===== config.mk =====
export PLATFORM = sky130hd
export DESIGN_NAME = imu_burst_controller
export DESIGN_NICKNAME = d
export VERILOG_FILES = /design/src/rtl/imu_pkg.sv /design/src/rtl/imu_msg_fifo.sv /design/src/rtl/imu_burst_controller.sv
export SDC_FILE = /design/constraint.sdc
export NUM_CORES = 1
export LEC_CHECK = 0
export ABC_CLOCK_PERIOD_IN_PS = 3000
export BUFFER_PORTS_ARGS = -buffer_cell sky130_fd_sc_hd__buf_4
export CAP_MARGIN = 20
export CORE_UTILIZATION = 35
export CTS_CLUSTER_DIAMETER = 40
export DETAILED_ROUTE_END_ITERATION = 8
export PLACE_DENSITY = 0.53
export SYNTH_ARGS = -nofsm -noshare
export SYNTH_HDL_FRONTEND = slang
export SYNTH_HIERARCHICAL = 1
export SYNTH_SLANG_ARGS = --single-unit

===== constraint.sdc =====
create_clock -name i_clk -period 3 [get_ports i_clk]
set_input_delay 0 -clock i_clk [delete_from_list [all_inputs] [get_ports i_clk]]
set_output_delay 0 -clock i_clk [all_outputs]
set_load 0.01 [all_outputs]

===== src/rtl/imu_pkg.sv =====
// Shared types and constants for the IMU burst controller and its output FIFO.
package imu_pkg;

  typedef enum logic [2:0] {
    IDLE,
    SETUP,
    ADDR,
    READ,
    HOLD,
    GAP
  } state_t;

  localparam logic [7:0] READ_FLAG = 8'h80;
  localparam int         CH_W      = 3;

  // One address byte followed by every register word of the burst.
  function automatic int burst_bits(input int num_ch, input int data_w);
    return 8 + num_ch * data_w;
  endfunction

endpackage


===== src/rtl/imu_msg_fifo.sv =====
// First-word-fall-through FIFO with a registered head word; a push into a full
// FIFO is accepted only when a pop happens in the same cycle.
module imu_msg_fifo #(
  parameter int WIDTH = 19,
  parameter int DEPTH = 4
) (
  input  logic             i_clk,
  input  logic             i_rst,
  input  logic             i_push,
  input  logic [WIDTH-1:0] i_data,
  input  logic             i_pop,
  output logic [WIDTH-1:0] o_data,
  output logic             o_full,
  output logic             o_empty
);

  localparam int AW = $clog2(DEPTH);

  logic [WIDTH-1:0] r_mem [DEPTH];
  logic [AW-1:0]    r_rd;
  logic [AW-1:0]    r_wr;
  logic [AW:0]      r_count;
  logic [WIDTH-1:0] r_head;

  logic             w_do_pop;
  logic             w_do_push;
  logic [AW-1:0]    w_rd_next;
  logic [AW:0]      w_remain;

  assign o_empty   = (r_count == '0);
  assign o_full    = (r_count == (AW+1)'(DEPTH));
  assign w_do_pop  = i_pop && !o_empty;
  assign w_do_push = i_push && (!o_full || w_do_pop);
  assign w_rd_next = r_rd + AW'(w_do_pop);
  assign w_remain  = r_count - (AW+1)'(w_do_pop);
  assign o_data    = r_head;

  always_ff @(posedge i_clk) begin
    if (w_do_push) r_mem[r_wr] <= i_data;
  end

  // The head register is reloaded from the entry that becomes oldest, or
  // bypassed from the input when the FIFO would otherwise be empty.
  always_ff @(posedge i_clk) begin
    if (i_rst) begin
      r_rd    <= '0;
      r_wr    <= '0;
      r_count <= '0;
      r_head  <= '0;
    end else begin
      if (w_do_push) r_wr <= r_wr + AW'(1);
      r_rd    <= w_rd_next;
      r_count <= w_remain + (AW+1)'(w_do_push);
      if (w_remain != '0) r_head <= r_mem[w_rd_next];
      else if (w_do_push) r_head <= i_data;
    end
  end

endmodule


===== src/rtl/imu_burst_controller.sv =====
// SPI mode-0 burst reader: each data-ready edge reads NUM_CH words into a tagged FIFO.
// Optional watchdog pulse on o_timeout is enabled with the IMU_TIMEOUT_EN macro.
module imu_burst_controller
  import imu_pkg::*;
#(
  parameter int         CLK_DIV     = 2,
  parameter int         NUM_CH      = 3,
  parameter int         DATA_W      = 16,
  parameter logic [7:0] BASE_ADDR   = 8'h3B,
  parameter int         FIFO_DEPTH  = 4,
  parameter int         TIMEOUT_CYC = 125000
) (
  input  logic              i_clk,
  input  logic              i_rst,
  input  logic              i_en,
  input  logic              i_data_ready,
  output logic              o_sclk,
  output logic              o_cs_n,
  output logic              o_mosi,
  input  logic              i_miso,
  output logic              o_msg_valid,
  input  logic              i_msg_ready,
  output logic [DATA_W-1:0] o_message,
  output logic [CH_W-1:0]   o_msg_ch,
  output logic              o_overrun,
  output logic              o_timeout
);

  localparam int            TOTAL_BITS = burst_bits(NUM_CH, DATA_W);
  localparam int            CW         = $clog2(2 * CLK_DIV);
  localparam int            WW         = $clog2(DATA_W);
  localparam int            FW         = DATA_W + CH_W;
  localparam logic [CW-1:0] DIV_M1     = CW'(CLK_DIV - 1);
  localparam logic [CW-1:0] DIV2_M1    = CW'(2 * CLK_DIV - 1);
  localparam logic [7:0]    LAST_BIT   = 8'(TOTAL_BITS - 1);
  localparam logic [WW-1:0] WLAST      = WW'(DATA_W - 1);

  state_t              r_state;
  logic [CW-1:0]       r_cnt;
  logic [7:0]          r_bit;
  logic [WW-1:0]       r_wbit;
  logic [CH_W-1:0]     r_ch;
  logic [7:0]          r_tx;
  logic [DATA_W-2:0]   r_rx;
  logic                r_sclk;
  logic                r_cs_n;
  logic                r_mosi;
  logic                r_pending;
  logic                r_overrun;
  logic                r_dr_prev;
  logic                r_push;
  logic [DATA_W-1:0]   r_push_word;
  logic [CH_W-1:0]     r_push_ch;

  logic                w_req;
  logic                w_start;
  logic                w_pop;
  logic                w_full;
  logic                w_empty;
  logic                w_drop;
  logic [FW-1:0]       w_fifo_dout;

  assign w_req   = i_data_ready && !r_dr_prev;
  assign w_start = i_en && (w_req || r_pending) &&
                   ((r_state == IDLE) || ((r_state == GAP) && (r_cnt == DIV2_M1)));
  assign w_pop   = !w_empty && i_msg_ready;
  assign w_drop  = r_push && w_full && !w_pop;

  assign o_sclk      = r_sclk;
  assign o_cs_n      = r_cs_n;
  assign o_mosi      = r_mosi;
  assign o_msg_valid = !w_empty;
  assign o_message   = w_fifo_dout[DATA_W-1:0];
  assign o_msg_ch    = w_fifo_dout[FW-1:DATA_W];
  assign o_overrun   = r_overrun;

  // Each bit spends CLK_DIV clocks with SCLK low then CLK_DIV high; MISO is
  // captured as SCLK rises and MOSI advances as it falls.
  always_ff @(posedge i_clk) begin
    if (i_rst) begin
      r_state     <= IDLE;
      r_cnt       <= '0;
      r_bit       <= '0;
      r_wbit      <= '0;
      r_ch        <= '0;
      r_tx        <= '0;
      r_rx        <= '0;
      r_sclk      <= 1'b0;
      r_cs_n      <= 1'b1;
      r_mosi      <= 1'b0;
      r_pending   <= 1'b0;
      r_overrun   <= 1'b0;
      r_dr_prev   <= 1'b0;
      r_push      <= 1'b0;
      r_push_word <= '0;
      r_push_ch   <= '0;
    end else begin
      r_dr_prev <= i_data_ready;
      r_push    <= 1'b0;
      if (w_drop) r_overrun <= 1'b1;
      if (!i_en) r_pending <= 1'b0;
      else if (w_req && (r_state != IDLE)) begin
        if (r_pending) r_overrun <= 1'b1;
        else r_pending <= 1'b1;
      end

      if (w_start) begin
        r_state   <= SETUP;
        r_cs_n    <= 1'b0;
        r_sclk    <= 1'b0;
        r_mosi    <= 1'b0;
        r_cnt     <= '0;
        r_bit     <= '0;
        r_wbit    <= '0;
        r_ch      <= '0;
        r_pending <= 1'b0;
        r_tx      <= BASE_ADDR | READ_FLAG;
      end else begin
        case (r_state)
          IDLE: r_cnt <= '0;
          SETUP: begin
            r_cnt <= r_cnt + CW'(1);
            if (r_cnt == DIV_M1) begin
              r_state <= ADDR;
              r_cnt   <= '0;
              r_mosi  <= r_tx[7];
            end
          end
          ADDR, READ: begin
            r_cnt <= r_cnt + CW'(1);
            if (r_cnt == DIV_M1) begin
              r_sclk <= 1'b1;
              if (r_state == READ) begin
                r_rx <= {r_rx[DATA_W-3:0], i_miso};
                if (r_wbit == WLAST) begin
                  r_wbit      <= '0;
                  r_ch        <= r_ch + CH_W'(1);
                  r_push      <= 1'b1;
                  r_push_word <= {r_rx, i_miso};
                  r_push_ch   <= r_ch;
                end else begin
                  r_wbit <= r_wbit + WW'(1);
                end
              end
            end else if (r_cnt == DIV2_M1) begin
              r_sclk <= 1'b0;
              r_cnt  <= '0;
              r_bit  <= r_bit + 8'd1;
              r_tx   <= {r_tx[6:0], 1'b0};
              r_mosi <= r_tx[6];
              if (r_bit == LAST_BIT) begin
                r_state <= HOLD;
                r_mosi  <= 1'b0;
              end else if (r_bit == 8'd7) begin
                r_state <= READ;
              end
            end
          end
          HOLD: begin
            r_cnt <= r_cnt + CW'(1);
            if (r_cnt == DIV_M1) begin
              r_state <= GAP;
              r_cs_n  <= 1'b1;
              r_cnt   <= '0;
            end
          end
          GAP: begin
            r_cnt <= r_cnt + CW'(1);
            if (r_cnt == DIV2_M1) begin
              r_state <= IDLE;
              r_cnt   <= '0;
            end
          end
          default: r_state <= IDLE;
        endcase
      end
    end
  end

  imu_msg_fifo #(
    .WIDTH (FW),
    .DEPTH (FIFO_DEPTH)
  ) u_fifo (
    .i_clk   (i_clk),
    .i_rst   (i_rst),
    .i_push  (r_push),
    .i_data  ({r_push_ch, r_push_word}),
    .i_pop   (w_pop),
    .o_data  (w_fifo_dout),
    .o_full  (w_full),
    .o_empty (w_empty)
  );

`ifdef IMU_TIMEOUT_EN
  logic [31:0] r_to_cnt;
  logic        r_timeout;

  // Watchdog restarts on every request so it only fires when the IMU goes quiet.
  always_ff @(posedge i_clk) begin
    if (i_rst || !i_en || w_req) begin
      r_to_cnt  <= '0;
      r_timeout <= 1'b0;
    end else if (r_to_cnt == 32'(TIMEOUT_CYC - 1)) begin
      r_to_cnt  <= '0;
      r_timeout <= 1'b1;
    end else begin
      r_to_cnt  <= r_to_cnt + 32'd1;
      r_timeout <= 1'b0;
    end
  end

  assign o_timeout = r_timeout;
`else
  assign o_timeout = 1'b0;
`endif

endmodule


**Yosys cells after proc, flatten, opt, wreduce, memory -nomap -nowiden**

Memory sizes are Yosys's and may differ from the RTL's.
Index checks and enable logic that the tools add are counted.
Widths: inputs -> output; s select.

- Input port bits: 6
- Bits in registers: 95
- Memories: 1
- Output and inout bits: 25
- Logic and storage cells: 144
- RAM bits: 76

Memory list:

| memory | words | bits a word | rd ports | clocked after Yosys merged registers in | wr ports | line | source |
|---|---|---|---|---|---|---|---|
| u_fifo.r_mem | 4 | 19 | 1 | 0 | 1 | imu_msg_fifo.sv:19 | `logic [WIDTH-1:0] r_mem [DEPTH];` |

- Equality and inequality tests: 25
- Add/sub/neg operators: 8
- Muxes and demuxes: 37
- Bitwise gates (word level): 6
- Reductions and logical operators: 45

Operators with widths:

| kind | number |
|---|---|
| $mux 19 | 2 |
| $mux 8 | 4 |
| $mux 3 | 7 |
| $mux 1 | 17 |
| $ne 3x3->1 const B | 5 |
| $pmux 3 s5 | 1 |
| $reduce_and 7->1 | 2 |
| $reduce_bool 2->1 | 7 |
| $ne 2x2->1 const B | 6 |
| $reduce_and 4->1 | 3 |
| $logic_and 1x1->1 | 10 |
| $eq 3x3->1 const B | 3 |
| $reduce_and 3->1 | 3 |
| $add 8x1->8 const B | 1 |
| $eq 8x3->1 const B | 1 |
| $eq 8x6->1 const B | 1 |
| $pmux 2 s4 | 1 |
| $eq 3x2->1 const B | 2 |
| $logic_not 3->1 | 2 |
| $mux 2 | 3 |
| $not 1->1 | 6 |
| $reduce_bool 3->1 | 2 |
| $reduce_or 2->1 | 3 |
| $reduce_and 5->1 | 1 |
| 21 further kinds | 28 |

**Depth between registers and ports, before layout**

- Depth after elaboration: 9
- Gate-level depth with buffers: 10
- Depth with buffers taken out: 9

**Modules after synthesis**

The synthesis kept the hierarchy.

Modules (own cells, without submodules):

| module | cells an instance | area an instance (sq um) | seq. area each (sq um) | times used |
|---|---|---|---|---|
| imu_msg_fifo | 226 | 3965.1 | 2802.7 | 1 |
| imu_burst_controller | 319 | 2919.0 | 1381.3 | 1 |

**Worst setup path before layout**

No wires, ideal clock.

- Kind: register to register
- Start point: register u_fifo.r_count[0]
- End point: register u_fifo.r_head[10], in the netlist u_fifo/o_data[10]
- Arrival time: 2.249 ns
- Stages on the path, launching flop included: 10
- Data required time: 2.931 ns
- Clock period less this slack: 2.319 ns
- Path slack: 0.681 ns
- Setup time: 0.069 ns
- Buffers on the path: 1
- Cells stage by stage: dfxtp_1 > nor3_1 > nor2b_1 > nor2b_1 > ha_1 > ha_1 > xnor2_1 > nand4b_2 > clkbuf_1 > o21ai_1

- Cells in the longest elaborated chain, start to end: 7
- Elaborated cells on any way between the ends: 14
- Classes of those cells: add/sub (2); eq/ne (1); mux (1); reduce/logical (9); memory (1)

RTL lines:

| element | line | source |
|---|---|---|
| start, declared | imu_msg_fifo.sv:22 | `logic [AW:0] r_count;` |
| start signal, assigned | imu_msg_fifo.sv:53 | `r_count <= w_remain + (AW+1)'(w_do_push);` |
| $logic_not 3->1 (*) | imu_msg_fifo.sv:30 | `assign o_empty = (r_count == '0);` |
| via w_empty | imu_burst_controller.sv:59 | `logic w_empty;` |
| $logic_not 1->1 (*) | imu_burst_controller.sv:66 | `assign w_pop = !w_empty && i_msg_ready;` |
| $logic_and 1x1->1 (*) | imu_burst_controller.sv:66 |  |
| via w_pop | imu_burst_controller.sv:57 | `logic w_pop;` |
| $logic_and 1x1->1 (*) | imu_msg_fifo.sv:32 | `assign w_do_pop = i_pop && !o_empty;` |
| $add 2x1->2 (tied with other cells) | imu_msg_fifo.sv:34 | `assign w_rd_next = r_rd + AW'(w_do_pop);` |
| $mem_v2 4x19 (tied with other cells) | -- |  |
| $mux 19 / $reduce_bool 2->1 (equally long branches) | -- |  |
| end signal, assigned | imu_msg_fifo.sv:54 | `if (w_remain != '0) r_head <= r_mem[w_rd_next];` |
| end signal, assigned | imu_msg_fifo.sv:55 | `else if (w_do_push) r_head <= i_data;` |
| end, declared | imu_msg_fifo.sv:23 | `logic [WIDTH-1:0] r_head;` |

Mark *: on every way through the listed nets, which the timed path passes. The rest lies on a longest branch.
A chain may end at the register's enable or synchronous reset.

**Worst setup path in the final report**

- Start point: register u_fifo.r_count[2]
- End point: register u_fifo.r_head[18], in the netlist u_fifo/o_data[18]

Same word-level chain as after synthesis.

==> results by stage <==
Floorplanning:
- The area of the core is 19020 sq um.
- The top-level I/O count is 31.
- The row count is 50.
- From bottom edge to top edge, the die measures 142.2 um.
- The initial standard-cell utilization of the core is 36.20%.
- The die outline area is 20230 sq um.
- From left edge to right edge, the die measures 142.2 um.

Setup path:
- The setup path with the least slack is of type reg2reg.
- The depth of the most critical reg-to-reg path is 10.
- The endpoint of the most critical register-to-register path is u_fifo/o_data[18].
- For flop-to-flop paths, the worst setup slack is 0.40 ns.
- The worst setup path is launched from a register.
- The worst reg2reg path startpoint is u_fifo/r_count[2].
- STA puts the critical path data required time at 3.29 ns.
- The endpoint arrival time on the critical path is 2.90 ns.
- Along the worst path, the maximum fanout reaches 14.
- The critical path capture point type is a register.

Routing:
- The count of nets left with antenna violations once routing finished came out at 0.
- The pre-antenna-repair detailed-routing pass consisted of 4 iterations.
- In the routed design, unresolved DRC markers number 0.
- The via density per instance is 4.879.
- The detailed-route wire length per cell is 16.00 um.
- Summing over every cut layer, the via total after detailed routing is 4167.
- The post-detailed-routing wire length is 13.67 mm.
- The number of DRC violations after detailed-routing iteration 0 is 175.

Run status:
- The flow ran to the end, and the final reports show no timing, DRC or antenna violations.

GRT:
- The number of global-route vias before repair came to 4190.
- The number of antenna violations at the first check in global routing was 0.
- The overall overflow remaining after global route is 0.
- The first global-routing pass estimated 22.27 mm of wire.
- In the global route stage, overall resource usage came out at 14.78%.
- Entering global routing, the biggest net connects 61 pins.

Synth:
- Synthesis inferred 171 register bits.
- After technology mapping, the gate count stands at 545.
- The count of unique library cells instantiated by Yosys is 56.
- For this run, the leading register cell type out of synthesis is sky130_fd_sc_hd__dfxtp_1.
- The total of warnings raised by yosys is 6.
- Yosys mapped a number of flops with a built-in enable equal to 76.
- The mean instance size in the synthesized netlist is 12.63 sq um.
- For this run, asynchronously set or reset flops after synthesis account for 0%.
- Of the synthesized area, sequential elements account for 60.78%.
- Counting every net in the synthesized netlist gives 567.
- The post-synthesis instance area is 6884 sq um.

STA:
- After routing, the total negative slack on setup checks comes to 0 ns.
- The portion of the clock cycle consumed by the worst path in the final layout is 86.81%.
- The upper clock frequency limit is 0.3840 GHz.
- The count of endpoints failing hold in the final timing report came to 0.
- The shortest clock period the worst path allows after layout is 2.604 ns.
- The slew at the pin closest to its max-slew limit is 0.6690 ns.
- Setup repair after global routing left no endpoint under its margin.
- The count of pins over their slew limit is 0.
- Setup violations remaining at the end of the flow were counted as 0.
- Headroom to the max-slew limit came out at 55.34%.
- On the final layout, the worst clock skew is 0.007938 ns.
- The final worst slack is 0.3958 ns.

Power and ir drop:
- In this run the static leakage power is 3.127 nW.
- Power spread over the standard cell area amounts to 591.4 nW/um^2.
- Overall power consumption after layout is estimated at 4.735 mW.
- The peak supply drop is 0.4134 mV.

Final layout:
- The finished layout holds 854 standard cells, fillers aside.
- For this run, the post-layout net count is 603.
- After filler insertion, the fill cell instance count of the layout stands at 1818.
- The leading cell type in the layout, fill and taps excluded is sky130_fd_sc_hd__dfxtp_1.
- The diode insertion count for antenna repair is 0.
- The top cell types in the final layout, fill and taps aside, are sky130_fd_sc_hd__dfxtp_1, sky130_fd_sc_hd__edfxtp_1, sky130_fd_sc_hd__nand2_1.
- Of the cells placed in the final design, the portion with a size suffix greater than 1 is 18.52%.
- The area taken by flip-flops and latches is 4184 sq um.
- The relative area change from synthesis to final layout is 16.30%.
- In the final layout, the multi-input gates occupy 2454 sq um.

Flow run:
- The number of max-cap violations is 0.

Clock tree:
- For this design, the CTS-stage hold fixing added 3 buffers.
- The count of buffers added by post-CTS timing repair for setup is 0.
- The insertion delay of the later-clocked pin in the worst-skew pair is 0.42 ns.
- The count of instances resized after the clock tree is built is 0.
- The TritonCTS clock tree is built.
- The clock tree synthesis step divided the H-tree into 4 levels.
- CTS placed an instance of sky130_fd_sc_hd__clkbuf_16 at the clock tree root.
- In this run the deepest clock path goes through 2 buffers.
- Clock-pin slew was measured on the worst setup and hold paths at 0.07 ns.
- The clock sink count is 171.
- TritonCTS created 17 clock buffers.

Worst hold path:
- For hold timing, the worst endpoint is r_dr_prev.
- The worst hold path passes through 2 cells.
- The class of the worst hold path is in2reg.
- The worst min-delay path startpoint is i_rst.

Place:
- Once detailed placement completed, the half-perimeter wirelength came to 8.455 mm.
- OpenSTA, run right after detailed placement, puts the worst setup slack at 0.06502 ns.
- Including well taps, the total number of placed cells is 818.
- The congestion estimate from routability-driven global placement came to 0.7342.
- The number of buffer cells added on primary ports is 29.
==> critical path, stage by stage (launching register included) <==
cell and delay, ns:
sky130_fd_sc_hd__dfxtp_1 0.35, sky130_fd_sc_hd__nor3_1 0.33, sky130_fd_sc_hd__nor2b_1 0.16, sky130_fd_sc_hd__nor2b_1 0.18, sky130_fd_sc_hd__ha_1 0.24, sky130_fd_sc_hd__ha_1 0.21
sky130_fd_sc_hd__xnor2_1 0.35, sky130_fd_sc_hd__a31oi_2 0.27, sky130_fd_sc_hd__buf_8 0.23, sky130_fd_sc_hd__nand2_1 0.06, sky130_fd_sc_hd__o21ai_0 0.07
==> cell usage after synthesis, drive strengths merged, types with 3 or more instances <==
library cell / number / area share (%)
mux4: 19 / 6.2
clkbuf: 7 / 0.38
nand2: 64 / 3.5
nor2: 40 / 2.2
and3: 3 / 0.27
and2: 4 / 0.36
ha: 16 / 2.9
edfxtp: 76 / 33
mux2i: 44 / 6.4
nor2b: 12 / 1.1
nand3: 7 / 0.51
a211oi: 3 / 0.33
nand3b: 3 / 0.51
nand4b: 3 / 0.47
xor2: 6 / 0.76
buf: 23 / 2.3
a31oi: 3 / 0.36
xnor2: 9 / 1.1
inv: 16 / 0.87
o21ai: 22 / 1.7
nor3: 9 / 0.73
a21oi: 34 / 2.6
and4b: 3 / 0.49
dfxtp: 95 / 28
==> how the worst max path moves through the flow <==
stage	start	end	slack (ns)	depth (start not counted)
5_1_grt	u_fifo/r_count[2]	u_fifo/o_data[18]	0.20	10
6_report	u_fifo/r_count[2]	u_fifo/o_data[18]	0.40	10
2_1_floorplan	u_fifo/r_count[0]	u_fifo/o_data[10]	0.68	9
3_5_place_dp	u_fifo/r_count[2]	u_fifo/o_data[9]	0.07	9
3_3_place_gp	u_fifo/r_count[0]	u_fifo/o_data[2]	0.23	9
4_1_cts	u_fifo/r_count[2]	u_fifo/o_data[9]	0.03	9
==> area by class of cell <==
cell class	instances	area share, %
clock buffer	22	6.313
clock inverter	10	1.219
inverter	16	0.7501
multi-input combinational	328	30.65
sequential	171	52.26
tap	260	4.063
timing repair buffer	47	4.751
==> report_power, final <==
group	switching (mW)	internal [mW]	leakage [nW]
Combinational	0.0553	0.0342	1.35
Sequential	0.0138	2.42	1.47
Clock	0.916	1.29	0.299
==> sequential cells by signal, indices dropped and copies added, names as in the netlist, 2 cells and up <==
register	flops
r_state	3
u_fifo/r_wr	2
r_push_word	16
r_tx	8
u_fifo/r_rd	2
r_bit	8
r_wbit	4
r_rx	15
u_fifo/o_data	19
r_cnt	2
u_fifo/r_mem	76
r_ch	3
u_fifo/r_count	3
r_push_ch	3
==> cells by family after synthesis <==
kind of cell	count (synthesis)	share of synthesized area [%]
AOI/OAI and AO/OA	76	7.197
DFF	171	60.78
xor gates and xnor gates	15	1.908
muxes	63	12.61
adders and majority gates	16	2.908
and+or+nand+nor	157	10.96
other	1	0.05447
buffers and inverters	46	3.580
==> metal layers <==
layer,up-vias,global-route usage [%],wire [um]
li1,2027,-,-
met1,2075,18.30,6303
met2,53,24.92,6797
met3,12,3.331,386
met4,0,5.942,179
met5,-,0,0
==> per-stage QoR <==
step                area, sq um  hold slack (ns)  util [%]
global placement           7358           0.2239     38.69
CTS                        7991          0.07928     42.02
detailed placement         7358           0.2316     38.69
floorplan                  6884           0.1282         -
global route               8006           0.1032     42.10
finish                     8006          0.08593     42.10
Power figures use the tool's default switching activity.
